[src/rtl/dmem_pkg.sv]
// Shared definitions for the data-memory responder: FSM encoding and default widths.
`default_nettype none

package dmem_pkg;

  localparam int DATA_W_DEF = 16;
  localparam int ADDR_W_DEF = 8;
  localparam int BUS_ADDR_W = 16;

  typedef enum logic [1:0] {
    IDLE = 2'd0,
    WAIT = 2'd1,
    RESP = 2'd2
  } state_t;

endpackage

`default_nettype wire

[src/rtl/dmem_array.sv]
// Synchronous single-port RAM; read data is registered and only updates on reads.
`default_nettype none

module dmem_array
  import dmem_pkg::*;
#(
  parameter int DATA_W = DATA_W_DEF,
  parameter int ADDR_W = ADDR_W_DEF
) (
  input  logic              clk,
  input  logic              en,
  input  logic              we,
  input  logic [ADDR_W-1:0] addr,
  input  logic [DATA_W-1:0] wdata,
  output logic [DATA_W-1:0] rdata
);

  logic [DATA_W-1:0] mem [2**ADDR_W];

  always_ff @(posedge clk) begin
    if (en) begin
      if (we) mem[addr] <= wdata;
      else    rdata     <= mem[addr];
    end
  end

endmodule

`default_nettype wire

[src/rtl/dmem_responder.sv]
// Load/store responder for the pipelined CPU memory stage, with a configurable
// number of wait states between request acceptance and the one-cycle response.
`default_nettype none

module dmem_responder
  import dmem_pkg::*;
#(
  parameter int DATA_W      = DATA_W_DEF,
  parameter int ADDR_W      = ADDR_W_DEF,
  parameter int WAIT_STATES = 2
) (
  input  logic                  clk,
  input  logic                  rst,
  input  logic                  req,
  output logic                  req_ready,
  input  logic                  we,
  input  logic [BUS_ADDR_W-1:0] addr,
  input  logic [DATA_W-1:0]     wdata,
  output logic                  rvalid,
  output logic [DATA_W-1:0]     rdata,
  output logic                  err,
  output logic                  stall
);

  localparam logic [3:0] WS_INIT  = 4'(WAIT_STATES);
  localparam bit         HAS_WAIT = (WAIT_STATES > 0);

  state_t                  state, state_nx;
  logic [3:0]              cnt;
  logic                    lat_we;
  logic [BUS_ADDR_W-1:0]   lat_addr;
  logic [DATA_W-1:0]       lat_wdata;
  logic                    acc_we;
  logic [BUS_ADDR_W-1:0]   acc_addr;
  logic [DATA_W-1:0]       acc_wdata;
  logic                    in_range;
  logic                    commit;
  logic                    mem_en;
  logic                    rdata_zero;
  logic                    err_q;
  logic [DATA_W-1:0]       ram_rdata;

  // With zero wait states the access commits on the accepting edge, so the
  // live request must reach the RAM before it has been latched.
  assign acc_we    = (state == IDLE) ? we    : lat_we;
  assign acc_addr  = (state == IDLE) ? addr  : lat_addr;
  assign acc_wdata = (state == IDLE) ? wdata : lat_wdata;
  assign in_range  = ((acc_addr >> ADDR_W) == '0);

  always_comb begin
    state_nx  = state;
    req_ready = 1'b0;
    stall     = 1'b0;
    rvalid    = 1'b0;
    commit    = 1'b0;
    unique case (state)
      IDLE: begin
        req_ready = 1'b1;
        stall     = req && HAS_WAIT;
        if (req) begin
          state_nx = HAS_WAIT ? WAIT : RESP;
          commit   = !HAS_WAIT;
        end
      end
      WAIT: begin
        stall = 1'b1;
        if (cnt == 4'd1) begin
          state_nx = RESP;
          commit   = 1'b1;
        end
      end
      RESP: begin
        rvalid   = 1'b1;
        state_nx = IDLE;
      end
      default: state_nx = IDLE;
    endcase
  end

  assign mem_en = commit && in_range;

  always_ff @(posedge clk or negedge rst) begin
    if (!rst) begin
      state      <= IDLE;
      cnt        <= '0;
      lat_we     <= 1'b0;
      lat_addr   <= '0;
      lat_wdata  <= '0;
      err_q      <= 1'b0;
      rdata_zero <= 1'b1;
    end else begin
      state <= state_nx;
      err_q <= 1'b0;
      if (state == IDLE && req) begin
        lat_we    <= we;
        lat_addr  <= addr;
        lat_wdata <= wdata;
        cnt       <= WS_INIT;
      end else if (state == WAIT) begin
        cnt <= cnt - 4'd1;
      end
      if (commit) begin
        err_q <= !in_range;
        if (!in_range)   rdata_zero <= 1'b1;
        else if (!acc_we) rdata_zero <= 1'b0;
      end
    end
  end

  dmem_array #(
    .DATA_W (DATA_W),
    .ADDR_W (ADDR_W)
  ) u_array (
    .clk   (clk),
    .en    (mem_en),
    .we    (acc_we),
    .addr  (acc_addr[ADDR_W-1:0]),
    .wdata (acc_wdata),
    .rdata (ram_rdata)
  );

  // The RAM output register has no reset; mask it until a real load lands.
  assign rdata = rdata_zero ? '0 : ram_rdata;
  assign err   = err_q;

endmodule

`default_nettype wire

[config.mk]
export PLATFORM = sky130hd
export DESIGN_NAME = dmem_responder
export DESIGN_NICKNAME = d
export VERILOG_FILES = /design/src/rtl/dmem_pkg.sv /design/src/rtl/dmem_array.sv /design/src/rtl/dmem_responder.sv
export SDC_FILE = /design/constraint.sdc
export NUM_CORES = 2
export LEC_CHECK = 0
export BUFFER_PORTS_ARGS = -buffer_cell sky130_fd_sc_hd__buf_2
export CAP_MARGIN = 20
export CORE_MARGIN = 4
export CORE_UTILIZATION = 50
export DETAILED_ROUTE_END_ITERATION = 10
export PLACE_DENSITY = 0.75
export SLEW_MARGIN = 20
export SYNTH_ARGS = -nofsm -noshare
export SYNTH_HDL_FRONTEND = slang
export SYNTH_HIERARCHICAL = 1
export SYNTH_SLANG_ARGS = --single-unit
[constraint.sdc]
create_clock -name clk -period 4.4 [get_ports clk]
set_input_delay 0.88 -clock clk [delete_from_list [all_inputs] [get_ports clk]]
set_output_delay 0.88 -clock clk [all_outputs]
set_load 0.1 [all_outputs]
## Word level (Yosys, flattened, before mapping)

Memory sizes are Yosys's and may differ from the RTL's. A register that Yosys moved wholly into a read port is not among the register bits.
Cells that the tools add are included.

| operators by class | value |
|---|---|
| eq/ne operators | 6 |
| bitwise gates (word level) | 1 |
| mux-type cells | 20 |
| reduce and logical (&&, ||, !) cells | 9 |
| add/sub/neg operators | 1 |

Operators with widths:

| kind | number |
|---|---|
| $mux W16 | 3 |
| $logic_not A16 Y1 | 1 |
| $mux W1 | 11 |
| $mux W4 | 2 |
| $ne A2 B2 Y1 const B | 3 |
| $reduce_and A2 Y1 | 3 |
| $eq A4 B1 Y1 const B | 1 |
| $mux W2 | 2 |
| $pmux W2 S2 | 1 |
| $sub A4 B1 Y4 const B | 1 |
| $eq A2 B1 Y1 const B | 1 |
| $eq A2 B2 Y1 const B | 1 |
| $logic_and A1 B1 Y1 | 2 |
| $logic_not A2 Y1 | 1 |
| $pmux W1 S2 | 1 |
| $reduce_bool A2 Y1 | 1 |
| $logic_not A1 Y1 | 1 |
| $not A1 Y1 | 1 |

| storage, ports and cells | value |
|---|---|
| memories | 1 |
| output and inout bits | 20 |
| bits in writable memories | 4,096 |
| input bits | 36 |
| register bits after elaboration | 41 |

Memory list:

| memory | depth | bits a word | read ports | clocked after Yosys merged registers in | write ports | RTL line | text |
|---|---|---|---|---|---|---|---|
| u_array.mem | 256 | 16 | 1 | 1 | 1 | dmem_array.sv:18 | `logic [DATA_W-1:0] mem [2**ADDR_W];` |

## Longest topological paths before layout

| depth | value |
|---|---|
| word-level depth | 6 |
| gate-level depth with buffers | 10 |
| mapped depth without buffers | 8 |

## Hierarchy

Netlist, hierarchy kept.

Modules (own cells, without submodules):

| module | cells an instance | area each (sq um) | instances |
|---|---|---|---|
| dmem_array | 6,705 | 155,236.4 | 1 |
| dmem_responder | 153 | 2,092.0 | 1 |

## Worst setup path before layout

OpenSTA, ideal clock, no wires.

| path | value |
|---|---|
| path kind | reg2reg |
| from | reg state[0] |
| to | mem u_array/mem[0][10] (netlist name) (data pin) |
| data arrival time | 3,219 ps |
| slack | 626 ps |
| data required time | 3,845 ps |
| setup time | 555 ps |
| stages on the path, launching flop included | 4 |
| path through | dfrtp_1 -> nor2_2 -> buf_2 -> mux2_2 |

| on the way | value |
|---|---|
| longest elaborated chain between the ends | 2 |

Ends and longest elaborated chain:

| item | RTL line | text |
|---|---|---|
| from (decl) | dmem_responder.sv:28 | `state_t state, state_nx;` |
| from (signal assigned) | dmem_responder.sv:92 | `state <= state_nx;` |
| $logic_not A2 Y1 | dmem_responder.sv:47 | `assign acc_wdata = (state == IDLE) ? wdata : lat_wdata;` |
| $mux W16 | dmem_responder.sv:47 |  |
| net acc_wdata[10] | dmem_responder.sv:35 | `logic [DATA_W-1:0] acc_wdata;` |
| to (decl) | dmem_array.sv:18 |  |

The timed path passes the listed nets, and every way through them passes these cells.

## Final worst setup path

| path | value |
|---|---|
| from | reg state[1] |
| to | reg u_array.rdata[12], read port of u_array.mem (data pin) |

| on the way | value |
|---|---|
| elaborated cells on any way between the ends | 9 |
| those cells by class | 1 x eq/ne; 3 x mux; 1 x bitwise; 4 x reduce/logical |

RTL lines:

| item | RTL line | text |
|---|---|---|
| $logic_not A2 Y1 | dmem_responder.sv:46 | `assign acc_addr = (state == IDLE) ? addr : lat_addr;` |
| $mux W16 | dmem_responder.sv:46 |  |
| net acc_addr[1] | dmem_responder.sv:34 | `logic [BUS_ADDR_W-1:0] acc_addr;` |
| to (decl) | dmem_array.sv:15 | `output logic [DATA_W-1:0] rdata` |

The timed path passes the listed nets, and every way through them passes these cells.
A chain may end at the register's enable or synchronous reset.

==> results.sh <==
export IMPL_rsz0062_at_grt="false"
export IMPL_ys_warn_count=6
export IMPL_io_pins=56
export IMPL_grt_max_degree=143
export IMPL_grt_pass1_wl_um=604300
export IMPL_numCtsBuffers=395
export IMPL_clk_path_buf_depth=4
export IMPL_synth_area_leaders="edfxtp_1, mux4_2, a22oi_1"
export IMPL_fill_cells=20536
export IMPL_place_area_um2=169500
export IMPL_timing_final_crit_share_pct=99.51
export IMPL_most_common_layout_cells="edfxtp_1, mux4_2, buf_4, a22oi_1, clkbuf_16"
export IMPL_synth_edf_count=4112
export IMPL_nets=7725
export IMPL_die_w_um=568.9
export IMPL_coreArea_um2=312700
export IMPL_die_height_um=568.9
export IMPL_stdcell_area_um2=183400
export IMPL_cts_tree="yes"
export IMPL_postLayoutCoreUtil_pct=58.64
export IMPL_rows=205
export IMPL_clock_sinks=4153
export IMPL_hold_viol=0
export IMPL_cap_violations=0
export IMPL_dpl_hpwl_um=246900
export IMPL_r2r_start="state[1]$_DFFE_PN0P_"
export IMPL_h_tree_depth=5
export IMPL_hp_class="in2async"
export IMPL_endpoint_kind="flop"
export IMPL_finalPower_mw=133.9
export IMPL_place_congestion=0.9417
export IMPL_dp_worst_setup_slack_ns=-0.5974
export IMPL_start_util_pct=50.32
export IMPL_ys_seq_area_share_pct=79.14
export IMPL_viasPerCell=6.647
export IMPL_fmax_mhz=228.4
export IMPL_port_buffers=55
export IMPL_synth_top_area_share_pct=78.48
export IMPL_drtIter0Drc=13950
export IMPL_synth_seq_cells=4153
export IMPL_grt_pass1_vias=80299
export IMPL_async_reset_ff_share_pct=0.9872
export IMPL_synth_top_area_cell="edfxtp_1"
export IMPL_final_common_cell="edfxtp_1"
export IMPL_synth_area_um2=157300
export IMPL_tightest_slew_ns=1.171
export IMPL_ant_nets=0
export IMPL_drive_above_1_share_pct=32.28
export IMPL_placed_cells_incl_taps=11421
export IMPL_dr_pass1_iters=7
export IMPL_antenna_found_initial=20
export IMPL_syn_nets=6896
export IMPL_clock_skew_ns=0.1004
export IMPL_synthDistinctLibCells=39
export IMPL_layout_cells_non_filler=12173
export IMPL_critPathLaunchType="flop"
export IMPL_status="finished, final reports clean"
export IMPL_syn2layout_area_growth_pct=16.54
export IMPL_wirelength_um=424200
export IMPL_required_ns=5.04
export IMPL_power_density_nw_per_um2=730.4
export IMPL_p_leak_nw=57.74
export IMPL_vias=80908
export IMPL_r2r_end="u_array/rdata[12]$_DFFE_PP_"
export IMPL_critical_path_class="reg2reg"
export IMPL_die_area_um2=323700
export IMPL_finalWorstPathRequiredPeriod_ns=4.379
export IMPL_worst_r2r_cell_count=13
export IMPL_peakVddDrop_mv=0.9534
export IMPL_maxSlewViolCount=0
export IMPL_root_buffer="clkbuf_16"
export IMPL_grt_ovfl_total=0
export IMPL_clk_pin_slew_ns=0.07
export IMPL_r2r_slack_ns=0.02
export IMPL_drc=0
export IMPL_slew_headroom_pct=21.94
export IMPL_cp_data_arrival_time_ns=5.02
export IMPL_grt_use_total_pct=25.95
export IMPL_clock_latency_ns=0.94
export IMPL_finalSetupViolCount=0
export IMPL_worst_slack_ns=0.02143
export IMPL_synthCells=6858
export IMPL_cp_max_fo=28
export IMPL_avgSynthCellArea_um2=22.94
export IMPL_routedWlPerCell_um=34.85
export IMPL_synth_main_ff_cell="edfxtp_1"
## cells in the mapped netlist, types with 5 or more instances
cell and count:
clkbuf_1 270, nand2_1 34, o41ai_1 64, buf_1 42
mux2_2 43, nand3_1 5, nor2_1 260, buf_4 11
a21oi_1 257, buf_2 94, edfxtp_1 4112, dfrtp_1 40
nor2b_1 24, mux2_4 15, a22oi_1 512, mux4_2 1024
nand4_1 16
## through the flow
| step | setup TNS [ns] | hold WS, ns |
|---|---|---|
| after floorplan | 0 | 0.4646 |
| after global placement | -7.903 | 0.4804 |
| after detailed placement | -4.410 | 0.4907 |
| after CTS | 0 | 0.02432 |
| after global routing | 0 | 0.08119 |
| final | 0 | 0.05578 |
## kinds of logic (layout without fill, tap and decap cells)
| logic type | Yosys count | after routing | synth area share [%] |
|---|---|---|---|
| xor gates and xnor gates | 1 | 1 | 0.005568 |
| buffers and inverters | 422 | 1581 | 1.125 |
| muxes | 1083 | 1083 | 15.12 |
| adders and majority gates | 2 | 2 | 0.01590 |
| DFF | 4153 | 4153 | 79.14 |
| and+or+nand+nor | 359 | 359 | 0.9623 |
| AOI/OAI and AO/OA | 838 | 838 | 3.638 |
| other | 0 | 16 | 0 |
## how the worst max path moves through the flow
stage               slack [ns]                           end            startpoint  cells past startpoint
floorplan                 0.63  u_array/mem[0][10]$_DFFE_PP_  state[0]$_DFFE_PN0P_                      3
finish                    0.02   u_array/rdata[12]$_DFFE_PP_  state[1]$_DFFE_PN0P_                     13
global route             0.002   u_array/rdata[10]$_DFFE_PP_  state[1]$_DFFE_PN0P_                     13
CTS                      0.009   u_array/rdata[11]$_DFFE_PP_  state[1]$_DFFE_PN0P_                     13
global placement         -1.10    u_array/rdata[8]$_DFFE_PP_               addr[0]                     11
detailed placement       -0.60    u_array/rdata[0]$_DFFE_PP_               addr[0]                     11
## critical path, stage by stage (launching register included)
cell,delay [ns]
dfrtp_1,0.44
nor2_4,0.15
buf_12,0.13
buf_4,0.20
mux2_8,0.39
buf_12,0.27
buf_12,0.22
buf_12,0.22
mux4_2,0.32
a22oi_1,0.49
a21oi_1,0.32
o41ai_4,0.59
buf_4,0.25
nand4_1,0.08
## where the power goes
group / switching (mW) / leakage, nW / internal (mW)
logic: 30.2 / 13.7 / 17.1
clock network: 14.7 / 6.55 / 20.7
registers: 0.180 / 37.5 / 51.1
total: 45.1 / 57.7 / 88.9
## timing repair
item / 4_1_cts / 5_1_grt
endpoints found under the setup margin: 14 / 7
setup buffers: 2 / 5
gates resized for setup: 19 / 14
hold buffers: 0 / 0
pin swaps: 2 / 2
## metal layers
layer	wire length (um)	GRT usage, %	vias up
li1	-	-	31149
met1	143700	34.67	42250
met2	203100	40.77	6440
met4	23370	11.69	14
met5	102	0	-
met3	53920	6.520	1055
## state kept, by name (all words and copies together) (netlist names), 2 cells and up
name / flops
cnt: 4
lat_addr: 16
lat_wdata: 16
state: 2
u_array/mem: 4096
u_array/rdata: 16
## layout make-up
cell class	instances	area, um^2	area share [%]
antenna	16	40.04	0.02184
clock buffer	456	10240	5.585
clock inverter	271	3202	1.746
inverter	2	7.507	0.004094
multi-input combinational	2283	31760	17.32
sequential	4153	124500	67.90
tap	4140	5180	2.825
timing repair buffer	852	8421	4.592
Note: power is estimated with default switching activity, not from simulation.
